<file path="config.mk">
export PLATFORM = sky130hd
export DESIGN_NAME = mux_scan_ctrl_flat
export DESIGN_NICKNAME = d
export VERILOG_FILES = /design/src/rtl/mux_scan_ctrl_if.sv /design/src/rtl/mux_scan_ctrl.sv /design/src/flat_wrapper.sv
export SDC_FILE = /design/constraint.sdc
export NUM_CORES = 1
export LEC_CHECK = 0
export BUFFER_PORTS_ARGS = -buffer_cell sky130_fd_sc_hd__buf_2
export CORE_MARGIN = 2
export CORE_UTILIZATION = 40
export DETAILED_ROUTE_END_ITERATION = 6
export GPL_ROUTABILITY_DRIVEN = 0
export HOLD_SLACK_MARGIN = 0.02
export PLACE_DENSITY_LB_ADDON = 0.1
export SETUP_SLACK_MARGIN = 0.2
export SYNTH_ARGS = -nofsm -noshare
export SYNTH_HDL_FRONTEND = slang
export SYNTH_SLANG_ARGS = --single-unit
</file>
<file path="constraint.sdc">
create_clock -name clk -period 2.2 [get_ports clk]
set_input_delay 0.44 -clock clk [delete_from_list [all_inputs] [get_ports clk]]
set_output_delay 0.44 -clock clk [all_outputs]
set_load 0.01 [all_outputs]
</file>
<file path="src/rtl/mux_scan_ctrl_if.sv">
// mux_scan_ctrl_if: scan-control bus between the sequencer, the mux and the frame consumer
interface mux_scan_ctrl_if #(
  parameter int NUM_CH = 32,
  parameter int SEL_W = 5,
  parameter int DATA_W = 2
);
  logic start;
  logic [SEL_W-1:0] sel_out;
  logic [DATA_W-1:0] mux_out;
  logic [NUM_CH*DATA_W-1:0] frame;
  logic frame_valid;
  logic frame_ready;
  logic busy;
  modport master (
    input start, mux_out, frame_ready,
    output sel_out, frame, frame_valid, busy
  );
  modport slave (
    output start, mux_out, frame_ready,
    input sel_out, frame, frame_valid, busy
  );
endinterface

</file>
<file path="src/rtl/mux_scan_ctrl.sv">
// mux_scan_ctrl: steps the mux select through every channel and packs the samples into one frame
module mux_scan_ctrl #(
  parameter int NUM_CH = 32,
  parameter int SEL_W = 5,
  parameter int DATA_W = 2
) (
  input logic clk,
  input logic reset,
  mux_scan_ctrl_if.master bus
);
  typedef enum logic [1:0] {IDLE, SCAN, VALID} state_t;
  localparam logic [SEL_W-1:0] LAST = SEL_W'(NUM_CH - 1);
  state_t state, state_nxt;
  logic [SEL_W-1:0] ch_cnt, cnt_nxt;
  logic [NUM_CH-1:0][DATA_W-1:0] frame_q;
  logic valid_q, busy_q;
  logic last;
  always_comb begin
    last = ch_cnt == LAST;
    state_nxt = state == IDLE  ? (bus.start ? SCAN : IDLE) :
                state == SCAN  ? (last ? VALID : SCAN) :
                state == VALID ? (bus.frame_ready ? (bus.start ? SCAN : IDLE) : VALID) :
                IDLE;
    cnt_nxt = state == SCAN && !last ? ch_cnt + 1'b1 : '0;
  end
  // ch_cnt rests at 0 outside SCAN, so it doubles as the registered select
  always_ff @(posedge clk) begin
    if (reset) begin
      state <= IDLE;
      ch_cnt <= '0;
      frame_q <= '0;
      valid_q <= 1'b0;
      busy_q <= 1'b0;
    end else begin
      state <= state_nxt;
      ch_cnt <= cnt_nxt;
      valid_q <= state_nxt == VALID;
      busy_q <= state_nxt == SCAN;
      if (state == SCAN) frame_q[ch_cnt] <= bus.mux_out;
    end
  end
  assign bus.sel_out = ch_cnt;
  assign bus.frame = frame_q;
  assign bus.frame_valid = valid_q;
  assign bus.busy = busy_q;
endmodule

</file>
<file path="src/flat_wrapper.sv">
// flat-port wrapper written by rule: the top's interface ports become plain ports
module mux_scan_ctrl_flat 
#(
  parameter int NUM_CH = 32,
  parameter int SEL_W = 5,
  parameter int DATA_W = 2
)
  (clk, reset, bus_start, bus_mux_out, bus_frame_ready, bus_sel_out, bus_frame, bus_frame_valid, bus_busy);
  mux_scan_ctrl_if #(.NUM_CH(NUM_CH), .SEL_W(SEL_W), .DATA_W(DATA_W)) bus_i ();
  input logic clk;
  input logic reset;
  input wire logic [$bits(bus_i.start)-1:0] bus_start;
  input wire logic [$bits(bus_i.mux_out)-1:0] bus_mux_out;
  input wire logic [$bits(bus_i.frame_ready)-1:0] bus_frame_ready;
  output wire logic [$bits(bus_i.sel_out)-1:0] bus_sel_out;
  output wire logic [$bits(bus_i.frame)-1:0] bus_frame;
  output wire logic [$bits(bus_i.frame_valid)-1:0] bus_frame_valid;
  output wire logic [$bits(bus_i.busy)-1:0] bus_busy;
  assign bus_i.start = bus_start;
  assign bus_i.mux_out = bus_mux_out;
  assign bus_i.frame_ready = bus_frame_ready;
  assign bus_sel_out = bus_i.sel_out;
  assign bus_frame = bus_i.frame;
  assign bus_frame_valid = bus_i.frame_valid;
  assign bus_busy = bus_i.busy;
  mux_scan_ctrl #(.NUM_CH(NUM_CH), .SEL_W(SEL_W), .DATA_W(DATA_W)) u_core (.clk(clk), .reset(reset), .bus(bus_i));
endmodule
</file>
### After elaboration in Yosys (flattened, before gate mapping)

Cells that the tools add are included.
W data, S select, Z words.

* register bits: 73
* input port bits: 6
* output and inout port bits: 71
* logic and storage cells: 59

* add/subtract/negate cells: 1
* order comparisons: 2
* eq/ne operators: 5
* mux-type cells: 9
* bitwise gates (word level): 1
* reductions and logical operators: 5

Operator list (number)
* $bwmux W64: 1
* $mux W2: 6
* $demux W2 S5: 1
* $lt A5 B6 Y1 const B: 1
* $add A5 B1 Y5 const B: 1
* $eq A5 B5 Y1 const B: 1
* $ge A5 B1 Y1 const B: 1
* $eq A2 B1 Y1 const B: 2
* $eq A2 B2 Y1 const B: 2
* $logic_and A1 B1 Y1: 2
* $logic_not A2 Y1: 1
* $reduce_or A2 Y1: 1
* $logic_not A1 Y1: 1
* $mux W1: 1
* $not A1 Y1: 1

### Depth between registers and ports, before layout

Gate-level depths: netlist of the first run.

* word-level depth: 6
* mapped depth: 6
* depth with buffers taken out: 5

### Least setup slack after synthesis of the first run

OpenSTA, ideal clock, no wires.

* path type: flip-flop to flip-flop
* from: reg u_core.ch_cnt[2] (netlist: u_core.bus.sel_out[2])
* to: reg u_core.ch_cnt[2] (netlist: u_core.bus.sel_out[2])
* setup time: 0.064 ns
* data arrival time: 1.487 ns
* slack: 0.648 ns
* stages on the path, launching flop included: 7
* buffers on the path: 2
* path through: dfxtp_1 buf_2 buf_2 and3_1 ha_1 or3_1 nor2_1

* cells in the longest elaborated chain, start to end: 5
* elaborated cells between the ends (all ways): 6
* classes of those cells: add/sub (1); eq/ne (1); bitwise (1); reduce/logical (3)

Ends and longest elaborated chain
* start, declared: line mux_scan_ctrl.sv:14 `logic [SEL_W-1:0] ch_cnt, cnt_nxt;`
* start signal, assigned: line mux_scan_ctrl.sv:36 `ch_cnt <= cnt_nxt;`
* parallel branches: the longest is 5 deep, another holds $add A5 B1 Y5

Several ways; the timed one is not identified.
A chain may end at the register's enable or synchronous reset.

### Final worst setup path of the first run

* from: reg u_core.ch_cnt[3] (netlist: u_core.bus.sel_out[3])
* to: out bus_sel_out[3]

RTL lines
* end, declared: line flat_wrapper.sv:15 `output wire logic [$bits(bus_i.sel_out)-1:0] bus_sel_out;`

No word-level cell between the ends.

==> qor.yml, run 1 <==
drt:
  wl_per_cell_um: 14.5
  firstDrtPassIters: 4
  post_drt_via_cell_ratio: 4.66
  drt_iter0_drc: 43
  num_vias: 2195
  drtAntennaViolNets: 0
  wirelength_um: 6830
  drc: 0
worst_setup_path:
  reg2reg_slack_ps: 570
  path_delay_family: "flip-flops"
  slowest_delay_ps: 680
  cp.arrival_ps: 1250
  crit_type: "flop to primary output"
  required_ps: 1760
  worstSetupEndpointType: "primary output"
  crit_slowest_cell: "dfxtp_1"
  critPathBufInv: 1
  cp_max_fo: 14
  start_kind: "flop"
  path_cells: "buf_2"
clock_network:
  cts_resized: 0
  h-tree-depth: 3
  cts_tree: "yes"
  numCtsBuffers: 9
  root_buffer: "clkbuf_8"
  clock_sinks: 73
  hold_buffers: 0
  clkLatencyLatePin_ps: 350
  clk_pin_slew_ps: 70
  post_cts_buffers: 0
  clock_path_buffers: 2
floorplan:
  io_pins: 77
  initial_core_util_pct: 42.0
  die-area_um2: 8410
  placementRows: 31
  coreArea_um2: 7330
  die_w_um: 91.7
  die_h_um: 91.7
global_routing:
  grt_pass1_vias: 2208
  grt_pass1_wl_um: 11100
  antenna_found_initial: 0
  grt_use_total_pct: 17.0
  grt_max_degree: 39
  grt_overflow_total: 0
logic_synthesis:
  syn_inst: 295
  ys_warn_count: 0
  avgSynthCellArea_um2: 10.4
  synth_area_leader_cell: "dfxtp_1"
  syn_area_um2: 3080
  yosysUniqueCellTypes: 27
  syn_nets: 306
  netlist.area_leader.share_pct: 47.5
  seq_area_frac_synth_pct: 47.5
  synth_area_leaders: "dfxtp_1, mux2i_1, nand2b_1"
  ys_ff_latch: 73
cells_and_area:
  antenna_cells: 0
  final_util_pct: 51.9
  syn_to_final_growth_pct: 23.8
  nNetsFinal: 378
  final_layout_size_suffix_gt1_share_pct: 27.7
power:
  ir_worst_vdd_mv: 0.320
  power.leakage_nw: 2.03
  power.density_nw_per_um2: 735
sta:
  finalHoldViolCount: 0
  slew_viol_final: 0
  max_freq_ghz: 0.590
  post-route-min-period_ps: 1690
  fin_tns_setup_ps: 0
  tightestPinTransition_ps: 562
  setup_viol: 0
  rsz0062_at_grt: "false"
  finalClockSkew_ps: 10.7
  relSlewSlack_pct: 62.5
  period_share_pct: 77.0
placed_design:
  dp_hpwl_um: 4710
  port_buffers: 76
flow_run:
  maxCapViolations: 0
min_path:
  hold_path_class: "input port to flop"
status:
  status: "finished clean"
[synth_stat cells]
library cell	number
nor3_1	1
buf_2	5
or3_1	1
xor2_1	1
buf_6	1
nand2b_1	68
nand3_2	2
and2b_1	1
nor2_1	6
clkbuf_1	13
and3_1	2
nand3b_1	1
and2_1	2
nand3_1	10
and4b_1	2
a21oi_1	2
nand2_1	20
mux2i_1	64
and4bb_2	4
nor4b_4	1
inv_1	3
nor2b_1	4
o32a_1	1
and4b_4	1
dfxtp_1	73
ha_1	5
xnor2_1	1
[placed cells by master (no fill, tap or decap), types with 3 or more instances in the layout]
cell / Yosys / layout
buf_2: 5 / 76
nand2b_1: 68 / 68
and4bb_2: 4 / 4
mux2i_1: 64 / 64
nand3_1: 10 / 10
inv_1: 3 / 3
dfxtp_1: 73 / 73
nor2_1: 6 / 6
clkbuf_8: 0 / 9
nand2_1: 20 / 20
ha_1: 5 / 5
bufinv_16: 0 / 4
nor2b_1: 4 / 4
[through the flow]
step                area [µm²]  std cells  power [mW]  worst slack [ps]  hold WS, ps
CTS                       3810        471        2.82               493          398
global route              3810        471        2.90               430          421
global placement          3550        455        1.48               536          459
floorplan                 3080        295        1.44               648          493
detailed placement        3550        455        1.48               528          462
finish                    3810        471        2.80               506          408
[flip-flops by register name (all words and copies together) (netlist names)]
name	cells
u_core.bus.frame	64
u_core.bus.busy	1
u_core.bus.sel_out	5
u_core.bus.frame_valid	1
u_core.state	2
[report_power, final]
group          total, mW  switching [mW]  internal, mW
Combinational      0.110          0.0601        0.0500
Clock               1.35           0.489         0.865
Sequential          1.34         0.00834          1.33
Total               2.80           0.557          2.24
[worst paths after layout]
kind	cells past startpoint	start	endpoint
setup / recovery	1	u_core.bus.sel_out[3]$_SDFF_PP0_	bus_sel_out[3]
hold / removal	4	bus_frame_ready	u_core.bus.frame_valid$_SDFF_PP0_
setup reg to reg	4	u_core.bus.sel_out[0]$_SDFF_PP0_	u_core.bus.frame[51]$_SDFFE_PP0P_
hold reg to reg	2	u_core.bus.frame[55]$_SDFFE_PP0P_	u_core.bus.frame[55]$_SDFFE_PP0P_
[routing by layer]
metal | GRT usage [%] | up-vias | routed length (µm)
met5 | 0 | - | 0
met4 | 6.82 | 0 | 109
met3 | 4.03 | 11 | 341
met2 | 26.3 | 54 | 3040
met1 | 22.8 | 1009 | 3340
li1 | - | 1121 | -
[cell families after synthesis]
group	Yosys count	synth area share (%)
adders and majority gates	5	2.03
buffers and inverters	22	3.13
and+or+nand+nor	126	25.3
AOI/OAI and AO/OA	3	0.651
DFF	73	47.5
muxes	64	20.8
xor gates and xnor gates	2	0.570
[cell type report]
type | instances | area (µm²)
clock buffers | 10 | 128
clock inverters | 6 | 130
repair buffers | 80 | 435
fillers | 707 | 3520
multi-input cells | 200 | 1520
well taps | 99 | 124
inverters | 3 | 11.3
flip-flops and latches | 73 | 1460
No activity file was read; power rests on OpenSTA's default activity.
==> run 2, diff against run 1 <==
--- a/config.mk
+++ b/config.mk
@@ -5,6 +5,7 @@
 export SDC_FILE = /design/constraint.sdc
 export NUM_CORES = 1
 export LEC_CHECK = 0
+export ABC_AREA = 1
 export BUFFER_PORTS_ARGS = -buffer_cell sky130_fd_sc_hd__buf_2
 export CORE_MARGIN = 2
 export CORE_UTILIZATION = 40
==> constraint.sdc (replaced) <==
create_clock -name clk -period 1.7 [get_ports clk]
set_input_delay 0.34 -clock clk [delete_from_list [all_inputs] [get_ports clk]]
set_output_delay 0.34 -clock clk [all_outputs]
set_load 0.01 [all_outputs]
==> qor.yml, run 2 <==
status:
  status: "finished clean"
logic_synthesis:
  synth_commonest_cells: "nor2_1, nand2_1, dfxtp_1"
  synth_area_leaders: "dfxtp_1, nor2_1, nand2_1"
  synth.most_common_cell: "nor2_1"
  yosysUniqueCellTypes: 11
  netlist.area_leader.share_pct: 50.9
  avgSynthCellArea_um2: 6.69
  ys_ff_latch: 73
  syn_nets: 440
  synth_edf_count: 0
  synth_async_sr_flop_share_pct: 0
  synth_flop_cell: "dfxtp_1"
  syn_area_um2: 2870
  synth_area_leader_cell: "dfxtp_1"
  syn_inst: 429
  seq_area_frac_synth_pct: 50.9
  ys_warn_count: 0
sta:
  fin_ws_ps: 257
  tightestPinTransition_ps: 379
  rsz0062_at_grt: "true"
  max_freq_ghz: 0.693
  relSlewSlack_pct: 74.7
  finalHoldViolCount: 0
  period_share_pct: 84.9
  finalClockSkew_ps: 7.57
  final.hold.worst_slack_ps: 219
  setup_viol: 0
  fin_tns_setup_ps: 0
  slew_viol_final: 0
  post-route-min-period_ps: 1440
clock_network:
  hold_buffers: 0
  clock_path_buffers: 2
  clock_sinks: 73
  clkLatencyLatePin_ps: 340
  cts_tree: "yes"
  numCtsBuffers: 9
  h-tree-depth: 3
  clk_pin_slew_ps: 80
  root_buffer: "clkbuf_8"
cells_and_area:
  final_layout_size_suffix_gt1_share_pct: 25.8
  fill_cells: 691
  syn_to_final_growth_pct: 28.9
  largest_reg_flops: 64
  fin_cells: 608
  fin_area_um2: 3700
  nNetsFinal: 518
  antenna_cells: 0
  mostFrequentLayoutCell: "nor2_1"
  final_cell_mix: "nor2_1, nand2_1, buf_2"
worst_setup_path:
  required_ps: 1940
  crit_type: "flop to flop"
  r2r_end: "u_core.bus.frame[29]$_SDFFE_PP0P_"
  cp-endpoint: "u_core.bus.frame[29]$_SDFFE_PP0P_"
  rr_startpoint: "u_core.bus.sel_out[0]$_SDFF_PP0_"
  cp_max_fo: 8
  start_kind: "flop"
  critPathBufInv: 1
  worstSetupEndpointType: "flop"
  slowest_delay_ps: 360
  crit_slowest_cell: "dfxtp_2"
  critPathLaunch: "u_core.bus.sel_out[0]$_SDFF_PP0_"
  r2r_cells: 7
  reg2reg_slack_ps: 260
  path_delay_family: "simple AND/OR/NAND/NOR gates"
  cp.arrival_ps: 1690
  path_cells: "inv_1 -> ha_1 -> nand3_2 -> nor2_1 -> nand2_1 -> nand2_1 -> nor2_1"
  cp.depth: 7
floorplan:
  die-area_um2: 7870
  die_w_um: 88.7
  die_h_um: 88.7
  initial_core_util_pct: 41.8
  coreArea_um2: 6870
  placementRows: 30
  io_pins: 77
global_routing:
  grt_max_degree: 45
  grt_pass1_vias: 2320
  antenna_found_initial: 0
  grt_overflow_total: 0
  grt_use_total_pct: 18.3
  grt_pass1_wl_um: 11000
drt:
  wl_per_cell_um: 11.5
  drtAntennaViolNets: 0
  drc: 0
  post_drt_via_cell_ratio: 4.43
  num_vias: 2696
  wirelength_um: 7000
  drt_iter0_drc: 89
  firstDrtPassIters: 4
placed_design:
  dp_hpwl_um: 4740
  place_ws_ps: 89.8
  port_buffers: 76
  placed_cells: 592
  placed_cell_area_um2: 3370
min_path:
  hold_path_class: "input port to flop"
power:
  power.density_nw_per_um2: 875
  power.leakage_nw: 1.68
  ir_worst_vdd_mv: 0.561
flow_run:
  maxCapViolations: 0
## run 2: what timing repair did
action	4_1_cts	5_1_grt
resized for setup	19	27
buffers inserted	0	0
endpoints found under the setup margin	49	72
## run 2: through the flow
step                      total power [mW]  utilization [%]
after floorplan                       1.88                -
after global placement                1.93             49.0
after detailed placement              1.93             49.0
after CTS                             3.26             52.6
after global routing                  3.37             53.9
final                                 3.24             53.9
## run 2: logic make-up after synthesis
family                   Yosys count  share of synthesized area, %
AO/OA/AOI/OAI                      4                         0.697
flip-flops                        73                          50.9
buffers and inverters             27                          3.62
adder cells (fa/ha/maj)            5                          2.18
AND/OR/NAND/NOR                  320                          42.6
## run 2: final cells by class
type / count / area [µm²] / area share [%]
inverter: 13 / 48.8 / 1.32
clock inverter: 3 / 40.0 / 1.08
multi-input combinational: 329 / 1450 / 39.1
timing repair buffer: 81 / 430 / 11.6
sequential: 73 / 1470 / 39.6
tap: 96 / 120 / 3.24
clock buffer: 13 / 149 / 4.02
## run 2: how the worst min path moves through the flow
stage,startpoint,endpoint,slack [ps],depth (start not counted)
floorplan,reset,u_core.bus.frame_valid$_SDFF_PP0_,410,1
global placement,u_core.bus.frame[51]$_SDFFE_PP0P_,u_core.bus.frame[51]$_SDFFE_PP0P_,460,2
detailed placement,u_core.bus.frame[51]$_SDFFE_PP0P_,u_core.bus.frame[51]$_SDFFE_PP0P_,470,2
CTS,reset,u_core.state[1]$_SDFF_PP0_,210,2
global route,reset,u_core.state[1]$_SDFF_PP0_,210,2
finish,reset,u_core.bus.frame_valid$_SDFF_PP0_,220,2
## run 2: power by group
part           switching [mW]  internal (mW)
combinational           0.116         0.0545
clock                   0.621          0.716
sequential             0.0128           1.72
## run 2: per-layer routing
metal / vias to the layer above / global-route usage (%) / routed length, µm
met5: - / 0 / 0
met4: 0 / 6.61 / 89
met3: 7 / 5.32 / 375
met2: 61 / 29.0 / 3120
met1: 1177 / 23.8 / 3410
li1: 1451 / - / -
==> run 3, diff against run 2 <==
==> constraint.sdc (replaced) <==
create_clock -name clk -period 1.3 [get_ports clk]
set_input_delay 0.26 -clock clk [delete_from_list [all_inputs] [get_ports clk]]
set_output_delay 0.26 -clock clk [all_outputs]
set_load 0.01 [all_outputs]
==> qor.yml, run 3 (synthesized netlist as in run 2, its figures left out) <==
sta:
  rsz0062_at_grt: "true"
  finalClockSkew_ps: 14.0
  tightestPinTransition_ps: 285
  period_share_pct: 99.1
  post-route-min-period_ps: 1290
  max_freq_ghz: 0.776
  final.hold.worst_slack_ps: 114
  slew_viol_final: 0
  setup_viol: 0
  fin_tns_setup_ps: 0
  relSlewSlack_pct: 81.0
  finalHoldViolCount: 0
clock_network:
  clk_pin_slew_ps: 80
  clock_sinks: 73
  root_buffer: "clkbuf_8"
  clock_path_buffers: 2
  h-tree-depth: 3
  numCtsBuffers: 9
  cts_tree: "yes"
  clkLatencyLatePin_ps: 360
drt:
  wirelength_um: 7760
  drc: 0
  drt_iter0_drc: 96
  wl_per_cell_um: 12.4
  drtAntennaViolNets: 0
  firstDrtPassIters: 4
  post_drt_via_cell_ratio: 4.59
  num_vias: 2878
cells_and_area:
  final_util_pct: 65.8
  nNetsFinal: 537
  final_cell_mix: "nor2_1, nand2_1, buf_2"
  fin_area_um2: 4520
  syn_to_final_growth_pct: 57.5
  fin_cells: 627
  mostFrequentLayoutCell: "nor2_1"
  final_layout_size_suffix_gt1_share_pct: 45.8
  largest_reg_flops: 64
  fill_cells: 588
  antenna_cells: 0
global_routing:
  grt_pass1_vias: 2614
  antenna_found_initial: 0
  grt_use_total_pct: 20.2
  grt_pass1_wl_um: 12200
  grt_overflow_total: 0
  grt_max_degree: 37
worst_setup_path:
  slowest_delay_ps: 380
  start_kind: "flop"
  critPathLaunch: "u_core.bus.sel_out[1]$_SDFF_PP0_"
  crit_type: "flop to flop"
  critPathBufInv: 0
  path_delay_family: "simple AND/OR/NAND/NOR gates"
  worstSetupEndpointType: "flop"
  cp.arrival_ps: 1560
  cp_max_fo: 5
  required_ps: 1580
  rr_startpoint: "u_core.bus.sel_out[1]$_SDFF_PP0_"
  path_cells: "ha_4 -> nand2_4 -> nor2_4 -> ha_4 -> nor2_4 -> nand2_4 -> nor3b_2"
  crit_slowest_cell: "dfxtp_4"
min_path:
  hold_path_class: "input port to flop"
  worstHoldStart: "reset"
power:
  power.leakage_nw: 1.90
  power.density_nw_per_um2: 957
  ir_worst_vdd_mv: 0.450
floorplan:
  die-area_um2: 7870
  die_h_um: 88.7
  placementRows: 30
  die_w_um: 88.7
  io_pins: 77
  coreArea_um2: 6870
  initial_core_util_pct: 41.8
placed_design:
  placed_cell_area_um2: 3720
  placed_cells: 594
  dp_hpwl_um: 4870
  port_buffers: 76
flow_run:
  maxCapViolations: 0
status:
  status: "finished clean"
run 3: changes by cell type in the layout (fill, tap and decap cells not counted), sizes merged:
cell / before / now
clkinv: 2 / 3
clkinvlp: 0 / 3
clkbuf: 13 / 9
buf: 81 / 100
run 3: power breakdown:
| part | internal [mW] | switching (mW) | total (mW) |
|---|---|---|---|
| Sequential | 2.24 | 0.0208 | 2.26 |
| Clock | 0.882 | 0.883 | 1.77 |
| Combinational | 0.119 | 0.180 | 0.299 |
| Total | 3.24 | 1.08 | 4.33 |
run 3: area by class of cell:
type | instances | area, µm² | area share, %
multi-input combinational | 329 | 1800 | 39.8
timing repair buffer | 100 | 801 | 17.7
sequential | 73 | 1550 | 34.2
clock inverter | 7 | 68.8 | 1.52
inverter | 13 | 62.6 | 1.38
clock buffer | 9 | 124 | 2.74
tap | 96 | 120 | 2.66
run 3: worst paths after layout:
check / end / slack [ps] / depth (start not counted)
max reg2reg: u_core.bus.sel_out[2]$_SDFF_PP0_ / 10 / 7
max: u_core.bus.sel_out[2]$_SDFF_PP0_ / 10 / 7
min: u_core.state[0]$_SDFF_PP0_ / 110 / 2
min reg2reg: u_core.bus.frame[31]$_SDFFE_PP0P_ / 470 / 2
run 3: what timing repair did:
item	CTS	global route
resized for setup	50	78
cloned	0	0
hold buffers	0	0
endpoints found under the setup margin	101	121
setup buffers	9	8
pin swaps	5	18
run 3: metrics by stage:
step                      total power [mW]  setup slack [ps]
after global placement                2.57             -39.7
after CTS                             4.36              7.65
after global routing                  4.50             -70.5
final                                 4.33              12.1
after detailed placement              2.58             -66.2
after floorplan                       2.48              88.0
run 3: routing by layer:
metal	routed length [µm]	track usage [%]	vias up	share of wire [%]
met5	0	0	-	0
met4	184	9.09	0	2.4
met3	418	4.20	15	5.4
met2	3720	33.4	68	48
met1	3440	25.4	1298	44
li1	-	-	1497	-
